==> config.mk <==
export PLATFORM = sky130hd
export DESIGN_NAME = alu_issue_ctrl_flat
export DESIGN_NICKNAME = d
export VERILOG_FILES = /design/src/rtl/alu_issue_ctrl_if.sv /design/src/rtl/alu_issue_ctrl.sv /design/src/flat_wrapper.sv
export SDC_FILE = /design/constraint.sdc
export NUM_CORES = 1
export LEC_CHECK = 0
export ABC_AREA = 1
export CORE_ASPECT_RATIO = 0.9
export CORE_MARGIN = 2
export CORE_UTILIZATION = 59
export DETAILED_ROUTE_END_ITERATION = 10
export PLACE_DENSITY = 0.82
export SLEW_MARGIN = 30
export SYNTH_ARGS = -nofsm -noshare
export SYNTH_HDL_FRONTEND = slang
export SYNTH_SLANG_ARGS = --single-unit
==> constraint.sdc <==
create_clock -name clk -period 2.82 [get_ports clk]
set_clock_uncertainty 0.15 [all_clocks]
set_input_delay 0.423 -clock clk [delete_from_list [all_inputs] [get_ports clk]]
set_output_delay 0.423 -clock clk [all_outputs]
set_load 0.01 [all_outputs]
==> src/rtl/alu_issue_ctrl_if.sv <==
// Command and result handshake bundle for alu_issue_ctrl.
// master: command producer / result consumer. slave: the issue controller.
interface alu_issue_ctrl_if;
  logic       cmd_valid;
  logic       cmd_ready;
  logic [1:0] cmd_op;
  logic [3:0] cmd_b;
  logic [3:0] cmd_c;
  logic       res_valid;
  logic       res_ready;
  logic [3:0] res_data;
  logic       res_zero;

  modport master (
    output cmd_valid, cmd_op, cmd_b, cmd_c, res_ready,
    input  cmd_ready, res_valid, res_data, res_zero
  );

  modport slave (
    input  cmd_valid, cmd_op, cmd_b, cmd_c, res_ready,
    output cmd_ready, res_valid, res_data, res_zero
  );
endinterface

==> src/rtl/alu_issue_ctrl.sv <==
// alu_issue_ctrl: command FIFO plus issue FSM in front of a 4-bit
// combinational ALU. Commands are queued, driven into the ALU from
// registers one at a time, and the ALU result is captured one cycle later
// and held on a valid/ready result port.
// Optional feature macro: ALU_ISSUE_CNT_EN adds done_cnt[7:0], a wrapping
// count of completed result handshakes.
module alu_issue_ctrl #(
  parameter int DEPTH = 4
) (
  input  logic                 clk,
  input  logic                 rst_n,
  alu_issue_ctrl_if.slave      bus,
  output logic [1:0]           alu_sel,
  output logic [3:0]           alu_b,
  output logic [3:0]           alu_c,
  input  logic [3:0]           alu_s,
  output logic                 busy
`ifdef ALU_ISSUE_CNT_EN
  ,
  output logic [7:0]           done_cnt
`endif
);

  localparam int AW = $clog2(DEPTH);

  typedef enum logic [1:0] {
    IDLE     = 2'd0,
    DRIVE    = 2'd1,
    WAIT_ACK = 2'd2
  } state_t;

  state_t        r_state;
  logic [9:0]    r_mem [DEPTH];
  logic [AW-1:0] r_wr_ptr;
  logic [AW-1:0] r_rd_ptr;
  logic [AW:0]   r_count;

  logic [1:0]    r_alu_sel;
  logic [3:0]    r_alu_b;
  logic [3:0]    r_alu_c;
  logic          r_res_valid;
  logic [3:0]    r_res_data;
  logic          r_res_zero;

  logic          w_empty;
  logic          w_push;
  logic          w_pop;
  logic [9:0]    w_head;

  // cmd_ready looks only at the registered count, so a pop in the same
  // cycle never lets a push into a full FIFO.
  assign w_empty       = (r_count == '0);
  assign bus.cmd_ready = (r_count != (AW+1)'(DEPTH));
  assign w_push        = bus.cmd_valid && bus.cmd_ready;
  // The FSM pops whenever it loads a new command into the ALU registers.
  assign w_pop         = !w_empty &&
                         ((r_state == IDLE) || ((r_state == WAIT_ACK) && bus.res_ready));
  assign w_head        = r_mem[r_rd_ptr];

  // Command storage; contents are don't-care until counted, so no reset.
  always_ff @(posedge clk) begin
    if (w_push) begin
      r_mem[r_wr_ptr] <= {bus.cmd_op, bus.cmd_b, bus.cmd_c};
    end
  end

  // FIFO pointers (wrap naturally, DEPTH is a power of two) and occupancy.
  always_ff @(posedge clk or negedge rst_n) begin
    if (!rst_n) begin
      r_wr_ptr <= '0;
      r_rd_ptr <= '0;
      r_count  <= '0;
    end else begin
      if (w_push) r_wr_ptr <= r_wr_ptr + 1'b1;
      if (w_pop)  r_rd_ptr <= r_rd_ptr + 1'b1;
      case ({w_push, w_pop})
        2'b10:   r_count <= r_count + 1'b1;
        2'b01:   r_count <= r_count - 1'b1;
        default: r_count <= r_count;
      endcase
    end
  end

  // Issue FSM: load ALU operands, capture the ALU result, wait for the ack.
  always_ff @(posedge clk or negedge rst_n) begin
    if (!rst_n) begin
      r_state     <= IDLE;
      r_alu_sel   <= '0;
      r_alu_b     <= '0;
      r_alu_c     <= '0;
      r_res_valid <= 1'b0;
      r_res_data  <= '0;
      r_res_zero  <= 1'b0;
    end else begin
      case (r_state)
        IDLE: begin
          if (!w_empty) begin
            {r_alu_sel, r_alu_b, r_alu_c} <= w_head;
            r_state <= DRIVE;
          end
        end
        DRIVE: begin
          r_res_data  <= alu_s;
          r_res_zero  <= (alu_s == 4'd0);
          r_res_valid <= 1'b1;
          r_state     <= WAIT_ACK;
        end
        WAIT_ACK: begin
          if (bus.res_ready) begin
            r_res_valid <= 1'b0;
            if (!w_empty) begin
              {r_alu_sel, r_alu_b, r_alu_c} <= w_head;
              r_state <= DRIVE;
            end else begin
              r_state <= IDLE;
            end
          end
        end
        default: r_state <= IDLE;
      endcase
    end
  end

`ifdef ALU_ISSUE_CNT_EN
  logic [7:0] r_done_cnt;

  // Completed result handshakes, wrapping at 256.
  always_ff @(posedge clk or negedge rst_n) begin
    if (!rst_n) begin
      r_done_cnt <= '0;
    end else if (r_res_valid && bus.res_ready) begin
      r_done_cnt <= r_done_cnt + 8'd1;
    end
  end

  assign done_cnt = r_done_cnt;
`endif

  assign alu_sel       = r_alu_sel;
  assign alu_b         = r_alu_b;
  assign alu_c         = r_alu_c;
  assign bus.res_valid = r_res_valid;
  assign bus.res_data  = r_res_data;
  assign bus.res_zero  = r_res_zero;
  assign busy          = (r_state != IDLE) || !w_empty;

endmodule

==> src/flat_wrapper.sv <==
// flat-port wrapper written by rule: the top's interface ports become plain ports
module alu_issue_ctrl_flat 
#(
  parameter int DEPTH = 4
)
  (clk, rst_n, alu_sel, alu_b, alu_c, alu_s, busy, bus_cmd_valid, bus_cmd_op, bus_cmd_b, bus_cmd_c, bus_res_ready, bus_cmd_ready, bus_res_valid, bus_res_data, bus_res_zero);
  alu_issue_ctrl_if bus_i ();
  input  logic clk;
  input  logic rst_n;
  output logic [1:0] alu_sel;
  output logic [3:0] alu_b;
  output logic [3:0] alu_c;
  input  logic [3:0] alu_s;
  output logic busy;
  input wire logic [$bits(bus_i.cmd_valid)-1:0] bus_cmd_valid;
  input wire logic [$bits(bus_i.cmd_op)-1:0] bus_cmd_op;
  input wire logic [$bits(bus_i.cmd_b)-1:0] bus_cmd_b;
  input wire logic [$bits(bus_i.cmd_c)-1:0] bus_cmd_c;
  input wire logic [$bits(bus_i.res_ready)-1:0] bus_res_ready;
  output wire logic [$bits(bus_i.cmd_ready)-1:0] bus_cmd_ready;
  output wire logic [$bits(bus_i.res_valid)-1:0] bus_res_valid;
  output wire logic [$bits(bus_i.res_data)-1:0] bus_res_data;
  output wire logic [$bits(bus_i.res_zero)-1:0] bus_res_zero;
  assign bus_i.cmd_valid = bus_cmd_valid;
  assign bus_i.cmd_op = bus_cmd_op;
  assign bus_i.cmd_b = bus_cmd_b;
  assign bus_i.cmd_c = bus_cmd_c;
  assign bus_i.res_ready = bus_res_ready;
  assign bus_cmd_ready = bus_i.cmd_ready;
  assign bus_res_valid = bus_i.res_valid;
  assign bus_res_data = bus_i.res_data;
  assign bus_res_zero = bus_i.res_zero;
  alu_issue_ctrl #(.DEPTH(DEPTH)) u_core (.clk(clk), .rst_n(rst_n), .bus(bus_i), .alu_sel(alu_sel), .alu_b(alu_b), .alu_c(alu_c), .alu_s(alu_s), .busy(busy));
endmodule
======== After elaboration in Yosys (flattened, before gate mapping) ========
Memories as Yosys holds them, arrays and structs flattened.
Index checks and enable logic that the tools add are counted.
storage, ports and cells
  bits in registers ....................... 25
  latch bits .............................. 0
  RAM bits ................................ 40
  memory bits (read-only) ................. 0
  input bits .............................. 18
  output and inout bits ................... 18
  word-level logic and storage cells ...... 56
  memories ................................ 1
memories
  memory        depth  bits a word  rd ports  clocked after memory_dff  wr ports  line                  text
  u_core.r_mem  4      10           1         0                         1         alu_issue_ctrl.sv:33  logic [9:0] r_mem [DEPTH];
operators by class
  $add $sub $neg .......................... 4
  multipliers ............................. 0
  divide/modulo/power cells ............... 0
  magnitude comparators ................... 0
  eq/ne operators ......................... 7
  shifts and indexed selects .............. 0
  muxes and demuxes ....................... 18
  bitwise operators ....................... 0
  reduce and logical (&&, ||, !) cells .... 16
operators by type and width
  kind                                                                 number
  4-bit two-way mux                                                    4
  4-bit case mux with 2 select lines                                   2
  2-bit two-way mux                                                    4
  2-bit nonzero test                                                   4
  2-bit case mux with 3 select lines                                   1
  3-bit case mux with 2 select lines                                   1
  2-bit AND reduction                                                  3
  2-bit by 1-bit adder with 2-bit output (second input constant)       2
  2-bit by 1-bit == test with 1-bit output (second input constant)     2
  2-bit == test (second input constant)                                2
  4-bit zero test                                                      1
  1-bit two-way mux                                                    4
  2-bit inequality test (second input constant)                        2
  2-bit case mux with 2 select lines                                   1
  3-bit by 1-bit adder with 3-bit output (second input constant)       1
  1-bit logical AND                                                    3
  3-bit zero test                                                      1
  3-bit inequality test (second input constant)                        1
  3-bit by 1-bit subtractor with 3-bit output (second input constant)  1
  2-bit zero test                                                      1
  1-bit logical OR                                                     2
  1-bit case mux with 2 select lines                                   1
  1-bit zero test                                                      1

======== Depth between registers and ports, before layout ========
  depth in word-level cells ............... 6
  depth in mapped cells ................... 12
  mapped depth without buffers ............ 11

======== Worst setup path after synthesis ========
Ideal clock, no wire load.
  path type ............................... reg-to-reg
  start point ............................. register u_core.r_count[0]
  end point ............................... register u_core.r_count[2]
  library setup time ...................... 0.123 ns
  arrival ................................. 1.666 ns
  slack ................................... 0.881 ns
  stages on the path, launching flop included .. 10
  buffers on the path ..................... 0
  period minus slack after synthesis ...... 1.939 ns
  cells stage by stage .................... dfrtp_1 > inv_2 > nand3_1 > nand2_2 > ha_1 > inv_1 > fa_1 > nand2_1 > nand3_1 > xor2_1
RTL lines
  what                                                                       line                  text
  start: declaration                                                         alu_issue_ctrl.sv:36  logic [AW:0] r_count;
  start signal: assignment                                                   alu_issue_ctrl.sv:77  2'b10: r_count <= r_count + 1'b1;
  start signal: assignment                                                   alu_issue_ctrl.sv:78  2'b01: r_count <= r_count - 1'b1;
  start signal: assignment                                                   alu_issue_ctrl.sv:79  default: r_count <= r_count;
  3-bit inequality test *                                                    alu_issue_ctrl.sv:53  assign bus.cmd_ready = (r_count != (AW+1)'(DEPTH));
  via bus_cmd_ready                                                          flat_wrapper.sv:20    output wire logic [$bits(bus_i.cmd_ready)-1:0] bus_cmd_ready;
  1-bit logical AND *                                                        alu_issue_ctrl.sv:54  assign w_push = bus.cmd_valid && bus.cmd_ready;
  2-bit by 1-bit == test with 1-bit output or 2-bit == test (tied branches)  alu_issue_ctrl.sv:76  case ({w_push, w_pop})
  3-bit case mux with 2 select lines or 2-bit nonzero test (tied branches)   --
Mark *: on every way through the listed nets, which the timed path passes. The rest lies on a longest branch.
A chain may end at the register's enable or synchronous reset.

======== Worst setup path after layout ========
  start point ............................. register u_core.r_count[0]
  end point ............................... output port busy
on the way
  cells in the longest elaborated chain, start to end .. 3
ends and longest elaborated chain
  what              line                   text
  3-bit zero test   alu_issue_ctrl.sv:52   assign w_empty = (r_count == '0);
  1-bit zero test   alu_issue_ctrl.sv:145  assign busy = (r_state != IDLE) || !w_empty;
  1-bit logical OR  alu_issue_ctrl.sv:145
  end: declaration  flat_wrapper.sv:14     output logic busy;
Every way passes these cells.

==> qor.yml <==
power_and_ir_drop:
  p_comb_share_pct: 39.1
  ir_drop_mv: 0.849
  switching_share_pct: 36.1
  p_leak_nw: 1.66
  power_density_mw_per_mm2: 1050
  total_power_w: 0.00362
  switching_power_w: 0.00131
  intPower_w: 0.00231
  clkPwrFrac_pct: 19.5
  pwr-share-seq_pct: 41.3
global_route:
  grt_start_max_net_pins: 26
  grt_pass1_wl_um: 8250
  grt_antenna_before_repair: 0
  groute.usage.overall_pct: 20.6
  met3_usage_pct: 8.07
  grt_pass1_vias: 1732
  grtUsageMet1_pct: 26.1
  grt_overflow: 0
  grt_use_met2_pct: 32.4
  grt-busiest-layer: "met2"
synth:
  netlist_area_mm2: 0.00283
  synth-seq-cells: 65
  avgSynthCellArea_um2: 9.79
  synth_cells: 289
  yosys_warnings: 0
  synth_nets: 313
  seq_area_frac_synth_pct: 64.5
  synthDistinctLibCells: 21
route:
  drc_errors: 0
  vias: 1857
  firstDrtPassIters: 4
  routed_wl_um: 4820
  ant_nets: 0
  vias_per_cell: 4.62
  wire_per_inst_um: 12.0
  drt_iter0_markers: 93
sta:
  fmax_mhz: 448
  rsz0062_at_grt: "false"
  hold-worst-slack_ns: 0.305
  hold_violations: 0
  maxSlewViolCount: 0
  setup_ws_ns: 0.589
  tightest_slew_ns: 0.488
  period_share_pct: 79.1
  period_minus_slack_ns: 2.23
  slew-limit-headroom_pct: 67.5
  final.setup.tns_ns: 0
  setup_viol: 0
setup_path:
  worstSetupEndpointType: "output port"
  endpoint: "busy"
  crit_slowest_cell: "clkdlybuf4s50_1"
  max_stage_delay_ns: 0.49
  crit_chain: "inv_2, nand3_2, inv_1, nand3_1, clkdlybuf4s50_1"
  cp.depth: 5
  critPathLaunch: "u_core.r_count[0]$_DFFE_PN0P_"
  ff2ff_path_depth: 9
  critPathTopFamily: "buffers and inverters"
  critical_path_required_ns: 2.25
  start_kind: "flop"
  rrSetupSlack_ns: 0.80
  r2r-end: "u_core.r_count[2]$_DFFE_PN0P_"
  cp.arrival_ns: 1.66
  cp_num_buf_inv: 3
  crit_type: "flop to output port"
  r2r_start: "u_core.r_count[0]$_DFFE_PN0P_"
  cp_max_fo: 3
cells_and_area:
  fillers: 349
  layout.nets: 359
  final_layout_size_suffix_gt1_share_pct: 8.53
  syn_to_final_growth_pct: 21.8
  n_antenna_cell: 0
  stdcell_count: 402
floorplanning:
  start_util_pct: 62.2
  placementRows: 23
  num_io_pins: 36
  die_w_um: 77.0
  die_h_um: 69.7
  fp.coreArea_mm2: 0.00455
  die_area_mm2: 0.00537
clock_network:
  cts-root-buf: "clkbuf_8"
  clock_latency_ns: 0.34
  cts-buffers-inserted: 9
  postCtsSetupBuffers: 0
  htree_levels: 3
  clk_pin_slew_ns: 0.06
  cts_tree: "done"
  cts_resized: 0
  cts_max_path_buffers: 2
  holdBufCountCts: 0
  cts_sinks: 65
min_path:
  hold_class: "input port to async pin"
placement:
  io_buffer_count: 35
  hpwl_um: 3220
  preCtsSetupSlack_ns: 0.456
  gp_congestion: 0.698
  dp_cells: 386
status:
  status: "finished clean"
flow_run:
  maxCapViolCount: 0
## cells by family (layout without fill, tap and decap cells)
logic type,after synthesis,count (layout),share of synthesized area [%]
and+or+nand+nor,139,139,20.2
AOI/OAI and AO/OA,6,6,1.19
xor gates and xnor gates,4,4,1.24
DFF,65,65,64.5
buffers and inverters,69,120,9.86
adders and majority gates,6,6,2.92
## worst min path at each step
stage,to,depth (start not counted)
after floorplan,u_core.alu_b[0]$_DFFE_PN0P_,0
after global placement,u_core.bus.res_data[1]$_DFFE_PN0P_,2
after detailed placement,u_core.bus.res_data[0]$_DFFE_PN0P_,2
after CTS,u_core.alu_sel[1]$_DFFE_PN0P_,2
after global routing,u_core.alu_c[0]$_DFFE_PN0P_,2
final,u_core.alu_sel[0]$_DFFE_PN0P_,2
## layout make-up
type / count / area, um2 / area share, %
Sequential cell: 65 / 1830 / 53.0
Multi-Input combinational cell: 155 / 724 / 21.0
Timing Repair Buffer: 42 / 403 / 11.7
Inverter: 62 / 233 / 6.75
Clock buffer: 14 / 174 / 5.04
Tap cell: 62 / 77.6 / 2.25
Clock inverter: 2 / 10.0 / 0.290
## placed cells by master, fill, tap and decap left out, types with 2 or more instances in the layout
cell type | Yosys | layout
clkbuf_1 | 0 | 3
inv_1 | 56 | 56
buf_4 | 2 | 7
nor2_1 | 7 | 7
xor2_1 | 3 | 3
inv_2 | 5 | 5
clkbuf_8 | 0 | 10
nand2_1 | 101 | 101
edfxtp_1 | 40 | 40
clkinv_2 | 0 | 2
dfrtp_1 | 25 | 25
ha_1 | 5 | 5
clkdlybuf4s50_1 | 0 | 35
nand3_1 | 27 | 27
o21ai_0 | 5 | 5
## power groups by stage
stage / clock network (W) / logic, W / registers, W
after global placement: 0 / 0.00138 / 0.00150
after CTS: 0.000724 / 0.00143 / 0.00149
after detailed placement: 0 / 0.00142 / 0.00151
final: 0.000706 / 0.00142 / 0.00149
after global routing: 0.000770 / 0.00162 / 0.00153
after floorplan: 0 / 0.000915 / 0.00151
## routing by layer
layer | vias up | routed length (um)
met2 | 51 | 2330
met1 | 822 | 2110
met4 | 0 | 86
met5 | - | 0
met3 | 6 | 296
li1 | 978 | -
## cell usage after synthesis, drive strengths merged
cell type	number	area, um2
edfxtp	40	1200
nand3	28	145
nand2	102	385
xor2	3	26.3
buf	7	46.3
inv	61	229
dfrtp	25	626
o21ai	6	33.8
nor3	1	5.00
clkinv	1	3.75
xnor2	1	8.76
ha	5	62.6
fa	1	20.0
nor2	8	37.5
## registers in the layout, summed over array words and instances, names as in the netlist
name                  count
u_core.r_mem             40
u_core.bus.res_data       4
u_core.bus.res_valid      1
u_core.r_wr_ptr           2
u_core.r_rd_ptr           2
u_core.alu_b              4
u_core.bus.res_zero       1
u_core.r_count            3
u_core.alu_c              4
u_core.alu_sel            2
u_core.r_state            2
## metrics by stage
| step | cell area [um2] | utilization (%) |
|---|---|---|
| final | 3450 | 75.8 |
| after global routing | 3450 | 75.8 |
| after CTS | 3450 | 75.8 |
| after detailed placement | 3260 | 71.8 |
| after global placement | 3260 | 71.8 |
| after floorplan | 2830 | - |
(Power assumes the default switching activity.)
==> patch (same settings) <==
Encoding of `state_t`: now one-hot (3 bits for 3 states).
--- a/src/rtl/alu_issue_ctrl.sv
+++ b/src/rtl/alu_issue_ctrl.sv
@@ -24,8 +24,8 @@
   localparam int AW = $clog2(DEPTH);
 
-  typedef enum logic [1:0] {
-    IDLE     = 2'd0,
-    DRIVE    = 2'd1,
-    WAIT_ACK = 2'd2
+  typedef enum logic [2:0] {
+    IDLE     = 3'b001,
+    DRIVE    = 3'b010,
+    WAIT_ACK = 3'b100
   } state_t;
 
Function: no difference found for any inputs over 10 cycles, from zero or initial values and one cycle with rst_n low; not proved beyond that.
==> patch against the original RTL <==
Setup slack got worse by 230 ps. Final area rose by 1.1%. Synthesized area rose by 1.2%. Register-to-register slack got worse by 130 ps. Sequential cell count rose by 1. Routed wire length rose by 6.9%. Largest cell class unchanged. Critical path depth fell by 1. Power rose by 2.8%. Worst hold slack barely moved.
==> patch: results (changes against the original RTL) <==
Outcome
  • Outcome: finished clean

Setup path
  • Critical path type: flop to primary output
  • Worst reg2reg setup slack: 670 ps (-130 ps)
  • Worst path max stage delay: 470 ps (-20 ps)
  • CP max FO: 3 (unchanged)
  • CP Data Arrival Time: 1890 ps (+230 ps)
  • Worst Setup EP: busy
  • R2R depth: 10 (+1)

Clock tree
  • Clock buffer depth: 2 (unchanged)
  • Cts bufs inserted: 9 (unchanged)

Global routing
  • GRT Overall Usage: 21.4% (+0.82 points)
  • First-pass GRT wire length: 8580 um (+4.1%)
  • Largest net degree at the start of global routing: 27 (+3.8%)

Place
  • Final RePlAce weighted congestion: 0.749 (+7.3%)
  • DP HPWL: 3380 um (+5.1%)
  • Cells after DPL: 391 (+1.3%)

Yosys
  • Cells after synthesis: 291 (+0.69%)
  • FFs w/ async S/R, synth: 39.4% (+0.93 points)
  • Commonest cells post-synth: nand2_1 (90), inv_1 (59), edfxtp_1 (40), nand3_1 (35), dfrtp_1 (25)
  • Area contributors post-synth: edfxtp_1 (42%), dfrtp_1 (22%), nand2_1 (12%), inv_1 (7.7%), nand3_1 (6.1%)
  • Net Count, Synth: 315 (+0.64%)
  • Sequential area share after synthesis: 64.7% (+0.13 points)

Detailed routing
  • Initial drt markers: 84 (-9.7%)
  • Drt via density: 4.88 (+5.6%)
  • Wirelength per Cell: 12.6 um (+5.5%)

Pwr
  • Leak Pwr: 1.66 nW (-0.26%)
  • Peak VDD IR: 0.498 mV (-41%)

Final layout
  • Layout cells sized above 1: 9.06% (+0.53 points)
  • Nets: 361 (+0.56%)
  • Reg with most FFs: u_core.r_mem

Timing
  • Worst slew pin tran: 655 ps (+167 ps)
==> patch: area by class of cell <==
cell class | count | area, um2
Tap cell | 65 | 81.3
Inverter | 59 | 221
Fill cell | 333 | 1290
Timing Repair Buffer | 44 | 418
Clock buffer | 11 | 141
Multi-Input combinational cell | 157 | 739
Clock inverter | 5 | 30.0
Sequential cell | 66 | 1850
==> patch: cells by family after synthesis <==
group | share of synthesized area [%]
flops | 64.7
xor+xnor | 0.917
fa+ha+maj | 2.88
compound gates | 1.48
buf+inv | 9.52
simple gates | 20.5
==> patch: worst min path at each step <==
stage / startpoint / cells past startpoint / to
after floorplan: rst_n / 0 / u_core.alu_b[0]
after global placement: u_core.bus.res_valid / 2 / u_core.bus.res_valid
after detailed placement: u_core.bus.res_valid / 2 / u_core.bus.res_valid
after CTS: rst_n / 2 / u_core.bus.res_data[0]
after global routing: rst_n / 2 / u_core.bus.res_data[0]
final: rst_n / 2 / u_core.bus.res_data[0]
==> patch: report_power, final <==
part | switching [mW] | leakage (nW) | total [mW] | internal [mW]
Sequential | 0.169 | 0.680 | 1.52 | 1.35
Clock | 0.340 | 0.0851 | 0.677 | 0.338
Combinational | 0.876 | 0.895 | 1.52 | 0.641
Total | 1.38 | 1.66 | 3.72 | 2.33
==> patch: layer usage <==
layer	share of wire [%]	GRT usage, %	up-vias
li1	-	-	992
met1	39	23.8	926
met2	52	35.7	56
met3	6.3	8.53	11
met4	2.1	10.9	0
met5	0	0	-
==> patch: metrics by stage <==
| step | area (um2) | utilization [%] | hold slack [ps] | worst slack (ps) | total power [mW] |
|---|---|---|---|---|---|
| 6_report | 3480 | 73.0 | 305 | 357 | 3.72 |
| 5_1_grt | 3480 | 73.0 | 333 | 268 | 4.03 |
| 4_1_cts | 3480 | 73.0 | 306 | 340 | 3.74 |
| 3_5_place_dp | 3310 | 69.4 | 309 | 403 | 3.07 |
| 3_3_place_gp | 3310 | 69.4 | 312 | 483 | 2.99 |
| 2_1_floorplan | 2870 | - | -22.6 | 765 | 2.50 |
==> patch: worst max-delay path: cells and delay by family (launching register included) <==
family	cells	cell delay [ps]
buffers and inverters	1	470
DFF	1	430
and+or+nand+nor	3	650
